$ cat src/rtl/vga_pattern_gen.sv
`default_nettype none
// ============================================================================
// Module      : vga_pattern_gen
// Description : VGA test-pattern generator with built-in H/V timing.
//               Patterns: solid, scrolling checkerboard, 8-colour bars and
//               border. The configuration is captured once per frame. RGB,
//               sync, data-enable and frame_start are registered together.
// Revision    : 1.0 - initial release
// ============================================================================
module vga_pattern_gen #(
    parameter int H_ACTIVE   = 640,
    parameter int H_FP       = 16,
    parameter int H_SYNC     = 96,
    parameter int H_BP       = 48,
    parameter int V_ACTIVE   = 480,
    parameter int V_FP       = 10,
    parameter int V_SYNC     = 2,
    parameter int V_BP       = 33,
    parameter int TILE_LOG2  = 5,
    parameter int COLOR_BITS = 2
) (
    input  logic                  clk,
    input  logic                  rst_n,
    input  logic [1:0]            mode,
    input  logic [2:0]            fg_index,
    input  logic                  scroll_en,
    output logic                  hsync,
    output logic                  vsync,
    output logic [COLOR_BITS-1:0] r,
    output logic [COLOR_BITS-1:0] g,
    output logic [COLOR_BITS-1:0] b,
    output logic                  de,
    output logic                  frame_start
);

    localparam int c_H_TOTAL = H_ACTIVE + H_FP + H_SYNC + H_BP;
    localparam int c_V_TOTAL = V_ACTIVE + V_FP + V_SYNC + V_BP;
    localparam int c_HW      = $clog2(c_H_TOTAL);
    localparam int c_VW      = $clog2(c_V_TOTAL);
    localparam int c_SW      = TILE_LOG2 + 1;
    localparam int c_XW      = ((c_HW > c_SW) ? c_HW : c_SW) + 1;
    localparam int c_BAR_PX  = H_ACTIVE / 8;
    localparam int c_BW      = (c_BAR_PX > 1) ? $clog2(c_BAR_PX) : 1;

    localparam logic [c_HW-1:0] c_H_LAST     = c_HW'(c_H_TOTAL - 1);
    localparam logic [c_HW-1:0] c_H_ACT      = c_HW'(H_ACTIVE);
    localparam logic [c_HW-1:0] c_H_ACT_LAST = c_HW'(H_ACTIVE - 1);
    localparam logic [c_HW-1:0] c_HS_BEG     = c_HW'(H_ACTIVE + H_FP);
    localparam logic [c_HW-1:0] c_HS_END     = c_HW'(H_ACTIVE + H_FP + H_SYNC - 1);
    localparam logic [c_VW-1:0] c_V_LAST     = c_VW'(c_V_TOTAL - 1);
    localparam logic [c_VW-1:0] c_V_ACT      = c_VW'(V_ACTIVE);
    localparam logic [c_VW-1:0] c_V_ACT_LAST = c_VW'(V_ACTIVE - 1);
    localparam logic [c_VW-1:0] c_VS_BEG     = c_VW'(V_ACTIVE + V_FP);
    localparam logic [c_VW-1:0] c_VS_END     = c_VW'(V_ACTIVE + V_FP + V_SYNC - 1);
    localparam logic [c_BW-1:0] c_BAR_LAST   = c_BW'(c_BAR_PX - 1);

    logic [c_HW-1:0] r_hcnt;
    logic [c_VW-1:0] r_vcnt;
    logic [1:0]      r_cfg_mode;
    logic [2:0]      r_cfg_fg;
    logic [c_SW-1:0] r_scroll;
    logic [c_BW-1:0] r_bar_cnt;
    logic [2:0]      r_bar_idx;

    logic            w_frame_end;
    logic            w_active;
    logic            w_hsync_n;
    logic            w_vsync_n;
    logic [c_XW-1:0] w_hsum;
    logic            w_checker;
    logic            w_border;
    logic            w_on;
    logic [2:0]      w_idx;

    assign w_frame_end = (r_hcnt == c_H_LAST) && (r_vcnt == c_V_LAST);
    assign w_active    = (r_hcnt < c_H_ACT) && (r_vcnt < c_V_ACT);
    assign w_hsync_n   = !((r_hcnt >= c_HS_BEG) && (r_hcnt <= c_HS_END));
    assign w_vsync_n   = !((r_vcnt >= c_VS_BEG) && (r_vcnt <= c_VS_END));
    // Horizontal scroll shifts the tile phase; only the tile-select bit matters.
    assign w_hsum      = c_XW'(r_hcnt) + c_XW'(r_scroll);
    assign w_checker   = w_hsum[TILE_LOG2] ^ r_vcnt[TILE_LOG2];
    assign w_border    = (r_hcnt == '0) || (r_hcnt == c_H_ACT_LAST) ||
                         (r_vcnt == '0) || (r_vcnt == c_V_ACT_LAST);

    // Horizontal and vertical raster counters.
    always_ff @(posedge clk or negedge rst_n) begin
        if (!rst_n) begin
            r_hcnt <= '0;
            r_vcnt <= '0;
        end else if (r_hcnt == c_H_LAST) begin
            r_hcnt <= '0;
            r_vcnt <= (r_vcnt == c_V_LAST) ? '0 : r_vcnt + 1'b1;
        end else begin
            r_hcnt <= r_hcnt + 1'b1;
        end
    end

    // Frame-boundary capture of configuration and scroll advance.
    always_ff @(posedge clk or negedge rst_n) begin
        if (!rst_n) begin
            r_cfg_mode <= 2'd0;
            r_cfg_fg   <= 3'b111;
            r_scroll   <= '0;
        end else if (w_frame_end) begin
            r_cfg_mode <= mode;
            r_cfg_fg   <= fg_index;
            if (scroll_en) begin
                r_scroll <= r_scroll + 1'b1;
            end
        end
    end

    // Bar-width counter and bar index; both hold zero at the start of each line.
    always_ff @(posedge clk or negedge rst_n) begin
        if (!rst_n) begin
            r_bar_cnt <= '0;
            r_bar_idx <= 3'd0;
        end else if (r_hcnt == c_H_LAST) begin
            r_bar_cnt <= '0;
            r_bar_idx <= 3'd0;
        end else if (r_bar_cnt == c_BAR_LAST) begin
            r_bar_cnt <= '0;
            r_bar_idx <= r_bar_idx + 3'd1;
        end else begin
            r_bar_cnt <= r_bar_cnt + 1'b1;
        end
    end

    // Pattern decode: pick palette index and whether the pixel is lit.
    always_comb begin
        w_idx = r_cfg_fg;
        w_on  = 1'b0;
        case (r_cfg_mode)
            2'd0: w_on = 1'b1;
            2'd1: w_on = w_checker;
            2'd2: begin
                w_on  = 1'b1;
                w_idx = ~r_bar_idx;     // 7 - index: white on the left
            end
            default: w_on = w_border;
        endcase
    end

    // Output register stage keeps sync, de, colour and frame_start aligned.
    always_ff @(posedge clk or negedge rst_n) begin
        if (!rst_n) begin
            hsync       <= 1'b1;
            vsync       <= 1'b1;
            de          <= 1'b0;
            frame_start <= 1'b0;
            r           <= '0;
            g           <= '0;
            b           <= '0;
        end else begin
            hsync       <= w_hsync_n;
            vsync       <= w_vsync_n;
            de          <= w_active;
            frame_start <= (r_hcnt == '0) && (r_vcnt == '0);
            r           <= {COLOR_BITS{w_active & w_on & w_idx[2]}};
            g           <= {COLOR_BITS{w_active & w_on & w_idx[1]}};
            b           <= {COLOR_BITS{w_active & w_on & w_idx[0]}};
        end
    end

endmodule
`default_nettype wire

$ cat config.mk
export PLATFORM = sky130hd
export DESIGN_NAME = vga_pattern_gen
export DESIGN_NICKNAME = d
export VERILOG_FILES = /design/src/rtl/vga_pattern_gen.sv
export SDC_FILE = /design/constraint.sdc
export NUM_CORES = 1
export LEC_CHECK = 0
export BUFFER_PORTS_ARGS = -buffer_cell sky130_fd_sc_hd__clkbuf_2
export CORE_ASPECT_RATIO = 0.75
export CORE_MARGIN = 4
export CORE_UTILIZATION = 35
export DETAILED_ROUTE_END_ITERATION = 12
export PLACE_DENSITY = 0.5
export SETUP_SLACK_MARGIN = 0.1
export SLEW_MARGIN = 15
export SYNTH_ARGS = -nofsm -noshare
export SYNTH_HDL_FRONTEND = slang
export SYNTH_SLANG_ARGS = --single-unit
$ cat constraint.sdc
create_clock -name clk -period 2.1 [get_ports clk]
set_input_delay 0 -clock clk [delete_from_list [all_inputs] [get_ports clk]]
set_output_delay 0 -clock clk [all_outputs]
set_load 0.02 [all_outputs]
; Word-level counts from Yosys, hierarchy flattened
; Cells that the tools add are included.
[word_totals]
reg_bits = 48
wordCells = 63
in_bits = 8
[classes]
magnitude_cmp = 6
n_eq_ne = 7
n_reduce_logical = 16
bitwise = 6
mux = 8
add_sub_neg = 6
[op_table]
columns = op, count
row1 = $eq 10x10->1 const B, 3
row2 = $add 10x1->10 const B, 2
row3 = $logic_not 10->1, 2
row4 = $mux 10, 2
row5 = $mux 7, 2
row6 = $eq 10x9->1 const B, 1
row7 = $ge 10x10->1 const B, 1
row8 = $ge 10x9->1 const B, 1
row9 = $le 10x10->1 const B, 1
row10 = $le 10x9->1 const B, 1
row11 = $lt 10x10->1 const B, 1
row12 = $lt 10x9->1 const B, 1
row13 = $mux 3, 3
row14 = $add 7x1->7 const B, 1
row15 = $eq 7x7->1 const B, 1
row16 = $add 6x1->6 const B, 1
row17 = $add 6x6->6, 1
row18 = $logic_and 1x1->1, 5
row19 = $and 1x1->1, 4
row20 = $add 3x1->3 const B, 1
row21 = $logic_or 1x1->1, 3
row22 = $not 3->3, 1
row23 = $eq 2x1->1 const B, 1
row24 = $eq 2x2->1 const B, 1
row25 = 7 further kinds, 8

; Longest topological paths before layout
[logic_depth]
ltp_word = 7
ltp_mapped = 8
depth_no_buf = 7

; Worst setup path before layout
; OpenSTA, ideal clock, no wires.
[synth_timing]
path_type = register -> register
from = register r_hcnt[5]
to = register r_cfg_mode[0]
arrival_time_ns = 2.036
setup_ns = 0.127
path_stages_with_launch = 7
n_path_buf = 2
slack_ns = -0.064
path_cell_list = dfrtp_1 -> buf_6 -> or4b_4 -> or3_4 -> nor2_4 -> buf_6 -> mux2_1
[synth_via]
elab_chain_cells = 2
[synth_lines]
columns = element, line
row1 = from (decl), 57  ; logic [c_HW-1:0] r_hcnt;
row2 = from (signal assigned), 94  ; r_hcnt <= r_hcnt + 1'b1;
row3 = $eq 10x10->1, 75  ; assign w_frame_end = (r_hcnt == c_H_LAST) && (r_vcnt == c_V_LAST);
row4 = $logic_and 1x1->1, 75
row5 = to (signal assigned), 105  ; r_cfg_mode <= mode;
row6 = to (decl), 59  ; logic [1:0] r_cfg_mode;
; No other way between the ends.
; A chain may end at the register's enable or synchronous reset.

; Worst setup path after layout
[layout_timing]
from = register r_hcnt[5]
to = register r_vcnt[8]
[layout_via]
elab_chain_cells = 1
[layout_lines]
columns = element, line
row1 = $eq 10x10->1, 90  ; end else if (r_hcnt == c_H_LAST) begin
row2 = to (signal assigned), 92  ; r_vcnt <= (r_vcnt == c_V_LAST) ? '0 : r_vcnt + 1'b1;
row3 = to (decl), 58  ; logic [c_VW-1:0] r_vcnt;
; No other way between the ends.

==> results.md <==
* Post-synth EDFFs at 0
* Gr usage total at 0.127
* Worst-margin pin slew at 0.394 ns
* CTS tree: yes
* Inserted Diodes at 0
* Fraction of layout cells with a size suffix above 1 at 0.258
* Place WS at 0.0313 ns
* Top post-synthesis cells by area: dfrtp_1 (44%), ha_1 (5.6%), dfstp_2 (5.4%)
* Synth warn at 0
* Max VDD drop at 289 uV
* Initial drt markers at 64
* First-pass detailed-route iteration total at 4
* Final Total Pwr at 1.64 mW
* DRC at 0
* Synth Net Count at 249
* Fin crit period at 2.01 ns
* Status: finished clean
* Slowest stage cell, crit path: or4b_4
* Largest stage delay, worst path at 0.54 ns
* Full die area at 0.00837 mm^2
* Antenna violations before repair at 0
* Post-route ant nets at 0
* Post-route design area at 0.00300 mm^2
* Synth cell count leaders: dfrtp_1 (43), nor2_1 (27), nand3_1 (16)
* Clock Sinks at 48
* Hold Crit Class: primary input to async pin
* Synth unique cells at 43
* DIE WIDTH at 104 um
* Synth Instances at 230
* Post-DR vias/cell at 4.82
* Final Hold Viols at 0
* Dominant synthesized flop cell: dfrtp_1
* Setup crit end kind: register
* Critical-path cell list: or4b_4 > or3_4 > buf_6 > nor3_4 > and3_1 > xor2_1
* Clock Path Buffers at 2
* Cts bufs inserted at 5
* Fin util at 0.441
* Reg2reg path depth at 6
* Vias in the first global route at 1660
* Layout Skew at 0.00683 ns
* Crit start category: register
* Reg2Reg Setup Slack at 0.09 ns
* Share of the synthesized area in the top cell type at 0.442
* RSZ-0062 raised after global routing: yes
* Port bufs at 17
* Initial core utilization at 0.358
* MaxCap Viol Count at 0
* Root Buffer: clkbuf_8
* Most common cell in the netlist: dfrtp_1
* Rows at 26
* Cell Area, Placed at 0.00269 mm^2
* Seq/Total Area, Yosys at 0.496
* First-pass GRT wire length at 8500 um
* Htree depth at 2
* Worst flop-to-flop path startpoint: r_hcnt[5]
* Height of the chip at 80.3 um
* Crit path DAT at 2.24 ns
* Post-synthesis cell area at 0.00244 mm^2
* Largest net degree at the start of global routing at 24
* Clock slew at reported path FFs at 0.09 ns
* Area leader, netlist: dfrtp_1
* Async SR Flop Fraction at 1.00
* Top Ports at 18
* WL/cell at 13.9 um
* Clk Latency, worst-skew pair at 0.30 ns
* Critical R2R Capture: r_vcnt[8]
* Pins over their slew limit at 0
* Final WL at 4990 um
* Fmax at 0.497 GHz
* Pwr per Cell Area at 547 mW/mm^2
* Global route overflow at 0
* Worst EP required at 2.33 ns
* Flop and latch count out of synthesis at 48
* Crit path kind: register to register
* Syn Area/Cell at 10.6 um^2
* Largest fanout on the critical path at 5
* Detailed-route via count at 1731
* CORE AREA at 0.00680 mm^2
* P_leak at 1.48 nW
* Area Overhead vs Synth at 23.1%
* Final setup fails at 0
* Final WS setup at 0.0883 ns
* Gpl congestion at 0.786
* Fin nets at 293
* Final clock period utilization by the worst path at 0.958
* Post-DP HPWL at 3740 um
* Slew headroom at 0.736
==> layout by cell type (no fill, tap or decap), types with 5 or more instances in the layout <==
cell / instances
clkbuf_2: 17
inv_1: 8
a21oi_1: 5
nand3_1: 16
dfrtp_1: 43
and3_1: 11
ha_1: 11
xor2_1: 13
clkbuf_8: 5
o21ai_0: 6
nand2_1: 10
dlygate4sd3_1: 7
nor3_1: 7
nand4_1: 7
dfstp_2: 5
buf_4: 18
nor2_1: 27
xnor2_1: 12
==> area by class of cell <==
type / count / area (um^2)
clock buffers: 5 / 68.8
clock inverters: 3 / 42.5
fillers: 677 / 3800
inverters: 8 / 30.0
multi-input cells: 165 / 1200
flip-flops and latches: 48 / 1210
well taps: 84 / 105
repair buffers: 46 / 348
==> kinds of logic (layout without fill, tap and decap cells) <==
logic type      Yosys count  count (layout)  share of synthesized area
buf+inv                  17              62                     0.0375
fa+ha+maj                11              11                     0.0565
flops                    48              48                      0.496
simple gates            100             100                      0.227
compound gates           19              19                     0.0467
mux                       7               7                     0.0334
xor+xnor                 28              28                      0.104
==> state kept, by name, summed over array words and instances, names as in the netlist <==
signal,count
frame_start,1
r_cfg_mode,2
g,1
r_bar_idx,3
r_vcnt,10
r_cfg_fg,3
hsync,1
r_hcnt,10
de,1
b,1
vsync,1
r_scroll,6
r,1
r_bar_cnt,7
==> power breakdown <==
group / internal, mW / total [mW] / switching [mW]
Combinational: 0.0156 / 0.0385 / 0.0228
Sequential: 0.924 / 0.924 / 0
Clock: 0.353 / 0.678 / 0.325
Total: 1.29 / 1.64 / 0.348
==> metrics by stage <==
| step | hold WS (ns) | std cells | TNS (ns) |
|---|---|---|---|
| 2_1_floorplan | -0.296 | 230 | -0.0387 |
| 3_3_place_gp | -0.0875 | 339 | 0 |
| 3_5_place_dp | -0.0808 | 339 | 0 |
| 4_1_cts | 0.128 | 359 | 0 |
| 5_1_grt | 0.148 | 359 | 0 |
| 6_report | 0.127 | 359 | 0 |
==> what timing repair did <==
| item | 4_1_cts | 5_1_grt |
|---|---|---|
| setup buffers | 5 | 0 |
| resized for setup | 4 | 10 |
| cloned | 0 | 0 |
| pin swaps | 8 | 5 |
| hold buffers | 7 | 0 |
| endpoints found under the hold margin | 28 | 0 |
| endpoints found under the setup margin | 9 | 15 |
==> routing by layer <==
| metal | part of all wire | vias to the layer above | track usage |
|---|---|---|---|
| met2 | 0.40 | 18 | 0.178 |
| li1 | - | 880 | - |
| met1 | 0.56 | 829 | 0.193 |
| met5 | 0 | - | 0 |
| met3 | 0.029 | 4 | 0.0321 |
| met4 | 0.0062 | 0 | 0.0319 |
==> worst max path at each step <==
stage	start	endpoint	slack, ns
2_1_floorplan	r_hcnt[5]	r_cfg_mode[0]	-0.04
3_3_place_gp	r_hcnt[5]	r_scroll[4]	0.06
3_5_place_dp	r_hcnt[5]	r_scroll[4]	0.03
4_1_cts	r_hcnt[5]	r_vcnt[8]	0.07
5_1_grt	r_hcnt[5]	r_vcnt[8]	0.03
6_report	r_hcnt[5]	r_vcnt[8]	0.09
==> worst max-delay path: cells and delay by family (launching register included) <==
family | cells | cell delay [ns]
and+or+nand+nor | 4 | 1.27
buffers and inverters | 1 | 0.15
xor gates and xnor gates | 1 | 0.13
DFF | 1 | 0.39
(Power assumes the default switching activity.)
